===== config.mk =====
export PLATFORM = sky130hd
export DESIGN_NAME = caliptra_apb_initiator
export DESIGN_NICKNAME = d
export VERILOG_FILES = /design/src/rtl/caliptra_apb_init_pkg.sv /design/src/rtl/caliptra_apb_init_fifo.sv /design/src/rtl/caliptra_apb_initiator.sv
export SDC_FILE = /design/constraint.sdc
export NUM_CORES = 1
export LEC_CHECK = 0
export CAP_MARGIN = 20
export CORE_UTILIZATION = 43
export CTS_CLUSTER_DIAMETER = 150
export DETAILED_ROUTE_END_ITERATION = 10
export PLACE_DENSITY = 0.66
export REMOVE_ABC_BUFFERS = 1
export SKIP_LAST_GASP = 1
export SLEW_MARGIN = 20
export SYNTH_ARGS = -nofsm -noshare
export SYNTH_HDL_FRONTEND = slang
export SYNTH_HIERARCHICAL = 1
export SYNTH_SLANG_ARGS = --single-unit

===== constraint.sdc =====
create_clock -name core_clk -period 12.2 [get_ports core_clk]
set_clock_uncertainty 0.2 [all_clocks]
set_input_delay 2.44 -clock core_clk [delete_from_list [all_inputs] [get_ports core_clk]]
set_output_delay 2.44 -clock core_clk [all_outputs]
set_load 0.02 [all_outputs]

===== src/rtl/caliptra_apb_init_pkg.sv =====
// Shared types for the Caliptra APB initiator: bus widths, queued command,
// FSM state encoding and the held response.
package caliptra_apb_init_pkg;

  localparam int CALIPTRA_APB_ADDR_WIDTH = 32;
  localparam int CALIPTRA_APB_DATA_WIDTH = 32;
  localparam int CALIPTRA_APB_USER_WIDTH = 32;

  typedef struct packed {
    logic                               write;
    logic [CALIPTRA_APB_ADDR_WIDTH-1:0] addr;
    logic [CALIPTRA_APB_DATA_WIDTH-1:0] wdata;
    logic [CALIPTRA_APB_USER_WIDTH-1:0] user;
  } apb_cmd_t;

  localparam int APB_CMD_W = $bits(apb_cmd_t);

  typedef enum logic [1:0] {
    APB_IDLE   = 2'd0,
    APB_SETUP  = 2'd1,
    APB_ACCESS = 2'd2
  } apb_state_e;

  typedef struct packed {
    logic [CALIPTRA_APB_DATA_WIDTH-1:0] rdata;
    logic                               err;
    logic                               timeout;
  } apb_rsp_t;

endpackage


===== src/rtl/caliptra_apb_init_fifo.sv =====
// In-order command buffer for the APB initiator. Pointers carry one extra
// wrap bit so full and empty are distinguished without a separate counter.
module caliptra_apb_init_fifo
  import caliptra_apb_init_pkg::*;
#(
  parameter int DEPTH = 4
) (
  input  logic                 clk_i,
  input  logic                 rst_ni,
  input  logic                 push_i,
  input  logic [APB_CMD_W-1:0] push_data_i,
  input  logic                 pop_i,
  output logic [APB_CMD_W-1:0] pop_data_o,
  output logic                 full_o,
  output logic                 empty_o
);

  localparam int PW = $clog2(DEPTH);

  logic [PW:0]          wr_ptr_q, wr_ptr_d;
  logic [PW:0]          rd_ptr_q, rd_ptr_d;
  logic [APB_CMD_W-1:0] mem_q [DEPTH];
  logic                 do_push, do_pop;

  assign full_o  = (wr_ptr_q[PW] != rd_ptr_q[PW]) &&
                   (wr_ptr_q[PW-1:0] == rd_ptr_q[PW-1:0]);
  assign empty_o = (wr_ptr_q == rd_ptr_q);

  assign do_push  = push_i && !full_o;
  assign do_pop   = pop_i && !empty_o;
  assign wr_ptr_d = wr_ptr_q + {{PW{1'b0}}, do_push};
  assign rd_ptr_d = rd_ptr_q + {{PW{1'b0}}, do_pop};

  // NOTE: state registers use <= so every flop samples pre-edge values;
  // blocking assignments here would create order-dependent races.
  always_ff @(posedge clk_i) begin
    if (!rst_ni) begin
      wr_ptr_q <= '0;
      rd_ptr_q <= '0;
    end else begin
      wr_ptr_q <= wr_ptr_d;
      rd_ptr_q <= rd_ptr_d;
    end
  end

  // NOTE: storage is deliberately not reset; the pointers alone define which
  // entries are valid, and resetting an array forces flops instead of RAM.
  always_ff @(posedge clk_i) begin
    if (do_push) begin
      mem_q[wr_ptr_q[PW-1:0]] <= push_data_i;
    end
  end

  assign pop_data_o = mem_q[rd_ptr_q[PW-1:0]];

endmodule


===== src/rtl/caliptra_apb_initiator.sv =====
// Queued APB initiator: commands are buffered, issued as SETUP/ACCESS pairs and
// answered through a single response slot. Optional ACCESS timeout: CALIPTRA_APB_INIT_TIMEOUT_EN.
module caliptra_apb_initiator
  import caliptra_apb_init_pkg::*;
#(
  parameter int FIFO_DEPTH     = 4,
  parameter int TIMEOUT_CYCLES = 256
) (
  input  logic                               core_clk,
  input  logic                               cptra_rst_b,
  input  logic                               cmd_valid,
  output logic                               cmd_ready,
  input  logic                               cmd_write,
  input  logic [CALIPTRA_APB_ADDR_WIDTH-1:0] cmd_addr,
  input  logic [CALIPTRA_APB_DATA_WIDTH-1:0] cmd_wdata,
  input  logic [CALIPTRA_APB_USER_WIDTH-1:0] cmd_user,
  output logic                               rsp_valid,
  input  logic                               rsp_ready,
  output logic [CALIPTRA_APB_DATA_WIDTH-1:0] rsp_rdata,
  output logic                               rsp_err,
  output logic                               rsp_timeout,
  output logic                               psel,
  output logic                               penable,
  output logic                               pwrite,
  output logic [CALIPTRA_APB_ADDR_WIDTH-1:0] paddr,
  output logic [CALIPTRA_APB_DATA_WIDTH-1:0] pwdata,
  output logic [CALIPTRA_APB_USER_WIDTH-1:0] pauser,
  input  logic [CALIPTRA_APB_DATA_WIDTH-1:0] prdata,
  input  logic                               pready,
  input  logic                               pslverr
);

  apb_state_e           state_q, state_d;
  apb_cmd_t             push_cmd, head;
  logic [APB_CMD_W-1:0] head_raw;
  logic                 fifo_full, fifo_empty, push, access_done, tmo_hit;
  logic                 rsp_valid_q, rsp_valid_d;
  apb_rsp_t             rsp_q, rsp_d;

  assign push_cmd  = '{write: cmd_write, addr: cmd_addr, wdata: cmd_wdata, user: cmd_user};
  assign head      = apb_cmd_t'(head_raw);
  assign cmd_ready = !fifo_full;
  assign push      = cmd_valid && !fifo_full;

  caliptra_apb_init_fifo #(.DEPTH(FIFO_DEPTH)) u_fifo (
    .clk_i       (core_clk),
    .rst_ni      (cptra_rst_b),
    .push_i      (push),
    .push_data_i (push_cmd),
    .pop_i       (access_done),
    .pop_data_o  (head_raw),
    .full_o      (fifo_full),
    .empty_o     (fifo_empty)
  );

`ifdef CALIPTRA_APB_INIT_TIMEOUT_EN
  localparam int CNT_W = $clog2(TIMEOUT_CYCLES + 1);
  logic [CNT_W-1:0] tmo_cnt_q, tmo_cnt_d;

  // Counter holds the number of ACCESS cycles already completed.
  assign tmo_cnt_d = (state_q == APB_ACCESS) ? tmo_cnt_q + CNT_W'(1) : '0;
  assign tmo_hit   = (state_q == APB_ACCESS) && !pready &&
                     (tmo_cnt_q == CNT_W'(TIMEOUT_CYCLES - 1));

  always_ff @(posedge core_clk) begin
    if (!cptra_rst_b) tmo_cnt_q <= '0;
    else              tmo_cnt_q <= tmo_cnt_d;
  end
`else
  assign tmo_hit = 1'b0;
`endif

  assign access_done = (state_q == APB_ACCESS) && (pready || tmo_hit);

  always_ff @(posedge core_clk) begin
    if (!cptra_rst_b) state_q <= APB_IDLE;
    else              state_q <= state_d;
  end

  // A command pushed this cycle is already visible at the head next cycle,
  // which allows SETUP to follow acceptance immediately.
  always_comb begin
    state_d = state_q;
    unique case (state_q)
      APB_IDLE:   if ((!fifo_empty || push) && !rsp_valid_q) state_d = APB_SETUP;
      APB_SETUP:  state_d = APB_ACCESS;
      APB_ACCESS: if (access_done) state_d = APB_IDLE;
      default:    state_d = APB_IDLE;
    endcase
  end

  // NOTE: every combinational output gets a default first so no path leaves
  // it unassigned, which would otherwise infer a latch.
  always_comb begin
    psel    = 1'b0;
    penable = 1'b0;
    pwrite  = 1'b0;
    paddr   = '0;
    pwdata  = '0;
    pauser  = '0;
    if (state_q != APB_IDLE) begin
      psel    = 1'b1;
      penable = (state_q == APB_ACCESS);
      pwrite  = head.write;
      paddr   = head.addr;
      pwdata  = head.wdata;
      pauser  = head.user;
    end
  end

  always_comb begin
    rsp_valid_d = rsp_valid_q;
    rsp_d       = rsp_q;
    if (rsp_valid_q && rsp_ready) rsp_valid_d = 1'b0;
    if (access_done) begin
      rsp_valid_d = 1'b1;
      if (pready) begin
        rsp_d.rdata   = (!head.write && !pslverr) ? prdata : '0;
        rsp_d.err     = pslverr;
        rsp_d.timeout = 1'b0;
      end else begin
        rsp_d.rdata   = '0;
        rsp_d.err     = 1'b1;
        rsp_d.timeout = 1'b1;
      end
    end
  end

  always_ff @(posedge core_clk) begin
    if (!cptra_rst_b) begin
      rsp_valid_q <= 1'b0;
      rsp_q       <= '0;
    end else begin
      rsp_valid_q <= rsp_valid_d;
      rsp_q       <= rsp_d;
    end
  end

  assign rsp_valid   = rsp_valid_q;
  assign rsp_rdata   = rsp_q.rdata;
  assign rsp_err     = rsp_q.err;
  assign rsp_timeout = rsp_q.timeout;

endmodule


==> metrics <==
status=finished, final reports clean; number of synthesized flops with an enable pin=388; overall power=~3400 uW; Worst Path Buf+Inv=2; Yosys cell types=33; post-DP HPWL=19600 um; placed instance count=between 1500 and 2000; worst path required time=9.56 ns; #FFs+latches synth=431; DR vias/cell=a little over 5; Core Footprint=38000 um^2; row cnt=71; CTS root buf=clkbuf_16; Post-Route WL=34000 um; RSZ-0062 raised after global routing=false; Max Root-Sink Buffers=3; FF-to-FF Start=u_fifo/rd_ptr_q[0]; clk_lat worst skew=0.56 ns; Gate Count Post-Synth=820; dpl ws=6.74 ns; Final ANT Viol Nets=0; fin util=0.561; RD Place Congestion=roughly 0.69; crit-path cells=buf_4 > mux4_2 > and2_1 > clkdlybuf4s50_1; gr usage total=0.174; worst hold stages=2; register area share after synthesis=0.746; hold_sp=rsp_rdata[12]; r2r setup slk=7.79 ns; Synth area leaders=edfxtp_1 (69%), mux4_2 (13%), dfxtp_1 (5.1%), and2_1 (3.5%), nand4bb_1 (2.1%); Synth Area per Inst=20.5 um^2; YS warnings=6; cell taking the most area after synthesis=edfxtp_1; largest net degree at the start of global routing=a little under 90; TritonCTS Buffers=44; global-route wire length before repair=51700 um; layout cells sized above 1=0.167; Die Footprint=39800 um^2; Finish-stage setup viols=0; Final Hold Vio Count=0; Worst Path Arrival=3.32 ns; max incr delay on CP=a little under 0.9 ns; Critical Path Start=u_fifo/rd_ptr_q[1]; maxcap violations=0; Avg WL per Cell=20.8 um; top-level I/O count=270; TritonCTS clock tree=done; Final period util=0.489; startpoint types=flip-flop; R2R cell count=7; crit path kind=flip-flop to output port; Reg2Reg Capture Point=u_fifo/mem_q[0][18]; Starting Density=0.441; grt ovf=0; min Tclk post-route=between 5 and 6 ns; Max Freq=0.168 GHz; Post-CTS Setup Repair Bufs=0; Reg clk slew, reported paths=about 0.060 ns; final setup margin=6.24 ns; CTS Hold Buffers Added=0; die height=around 200 um; Die X=200 um; fin nets=1236; PD cells=about 160 nW/um^2; I/O Buffers=269; Synth top area share=0.694; Synth Flop Type=edfxtp_1; max-slew violations=0; Post-Layout Cell Count=1638; CP max-delay cell=dfxtp_4; Leakage=0.00699 uW; DRC viols=0; Resize count post-CTS=0; Max VDD drop=0.120 mV; CTS Sinks=roughly 430; vias in the first global route=9020; Top Family by Delay on Critical Path=buffers and inverters; Min-Delay Path Class=flip-flop to flip-flop; ys async rst share=0; WHS Endpoint=rsp_rdata[12]; Area Overhead vs Synth=27.2%; drt first-iter violations=448; Worst-Margin Slew=1.02 ns; Mapped Area=16800 um^2; first drt pass iteration count=4; H-Tree Depth=2; via count=8419; Slew headroom=0.319; CP endpoint kind=output port; initial antenna violation count=3; crit-path max FO=52
-- where the power goes --
| part | total [uW] | internal [uW] | leakage [uW] | switching (uW) |
|---|---|---|---|---|
| registers | 1700 | 1680 | 0.00391 | 15.8 |
| clock network | 1290 | 765 | 0.000672 | 525 |
| logic | 394 | 192 | 0.00240 | 203 |
-- cell usage after synthesis, types with 3 or more instances --
cell type  instances
edfxtp_1         388
mux4_2            97
and2_1            93
dfxtp_1           43
nand2_1           35
mux2i_1           33
nand4bb_1         32
clkbuf_1          22
buf_2             15
and2_4            10
buf_4              7
buf_6              5
xor2_1             5
ha_1               4
inv_1              4
nand2b_1           3
xnor2_1            3
-- registers in the layout (all words and copies together) (netlist names) --
signal,count
u_fifo/rd_ptr_q,3
state_q,2
rsp_err,1
u_fifo/wr_ptr_q,3
rsp_rdata,32
u_fifo/mem_q,388
rsp_valid,1
rsp_timeout,1
-- routing by layer --
metal  part of all wire  GRT usage  up-vias
met4              0.022     0.0616        6
met5             0.0013          0        -
li1                   -          -     3825
met3              0.056     0.0408       48
met1               0.44      0.228     4335
met2               0.49      0.285      205
-- area by class of cell --
| cell class | instances | area [um^2] |
|---|---|---|
| Sequential cell | 431 | 12500 |
| Timing Repair Buffer | 282 | 2790 |
| Tap cell | 511 | 639 |
| Antenna cell | 1 | 2.50 |
| Fill cell | 2990 | 16700 |
| Clock inverter | 16 | 183 |
| Inverter | 4 | 15.0 |
| Clock buffer | 59 | 1190 |
| Multi-Input combinational cell | 334 | 4010 |
-- layout by cell type, fill, tap and decap left out, types with 3 or more instances in the layout --
cell type	netlist	layout
buf_4	7	13
edfxtp_1	388	388
ha_1	4	4
clkinv_1	0	4
and2_1	93	93
nand2b_1	3	3
mux4_2	97	97
xor2_1	5	5
mux2i_1	33	33
bufinv_16	0	4
clkdlybuf4s50_1	0	268
and2_4	10	10
clkinv_2	0	6
clkbuf_1	22	13
nand2_1	35	35
dfxtp_1	43	41
inv_1	4	4
nand4bb_1	32	32
xnor2_1	3	3
clkbuf_16	0	45
-- cells by family (layout without fill, tap and decap cells) --
family,Yosys count,in the layout,share of synthesized area
xor gates and xnor gates,8,8,0.00418
and+or+nand+nor,183,183,0.0740
adders and majority gates,4,4,0.00298
other,0,1,0
AOI/OAI and AO/OA,9,9,0.00440
DFF,431,431,0.746
muxes,130,130,0.150
buffers and inverters,55,361,0.0189
-- worst max-delay path by stage --
stage,slack (ns),cells after the start,end
after floorplan,-0.84,6,u_fifo/mem_q[2][0]
after global placement,6.74,4,pauser[22]
after detailed placement,6.74,4,pauser[22]
after CTS,6.13,4,pauser[22]
after global routing,6.04,4,pauser[28]
final,6.24,4,paddr[9]
-- worst register-to-register path, cell delays in order, from the launching register on --
cell      delay [ns]
dfxtp_4         0.52
buf_4           0.77
xor2_1          0.44
nor3_1          0.15
nand2b_1        0.21
inv_1           0.17
o311a_4         0.70
buf_4           0.82
-- through the flow --
stage          cell area [um^2]  hold WS, ns  TNS [ns]
5_1_grt                   21300        0.280         0
3_5_place_dp              20000        0.255         0
6_report                  21300        0.260         0
3_3_place_gp              20000        0.245         0
2_1_floorplan             16500        0.274    -81.80
4_1_cts                   21300        0.263         0
(Power assumes the default switching activity.)
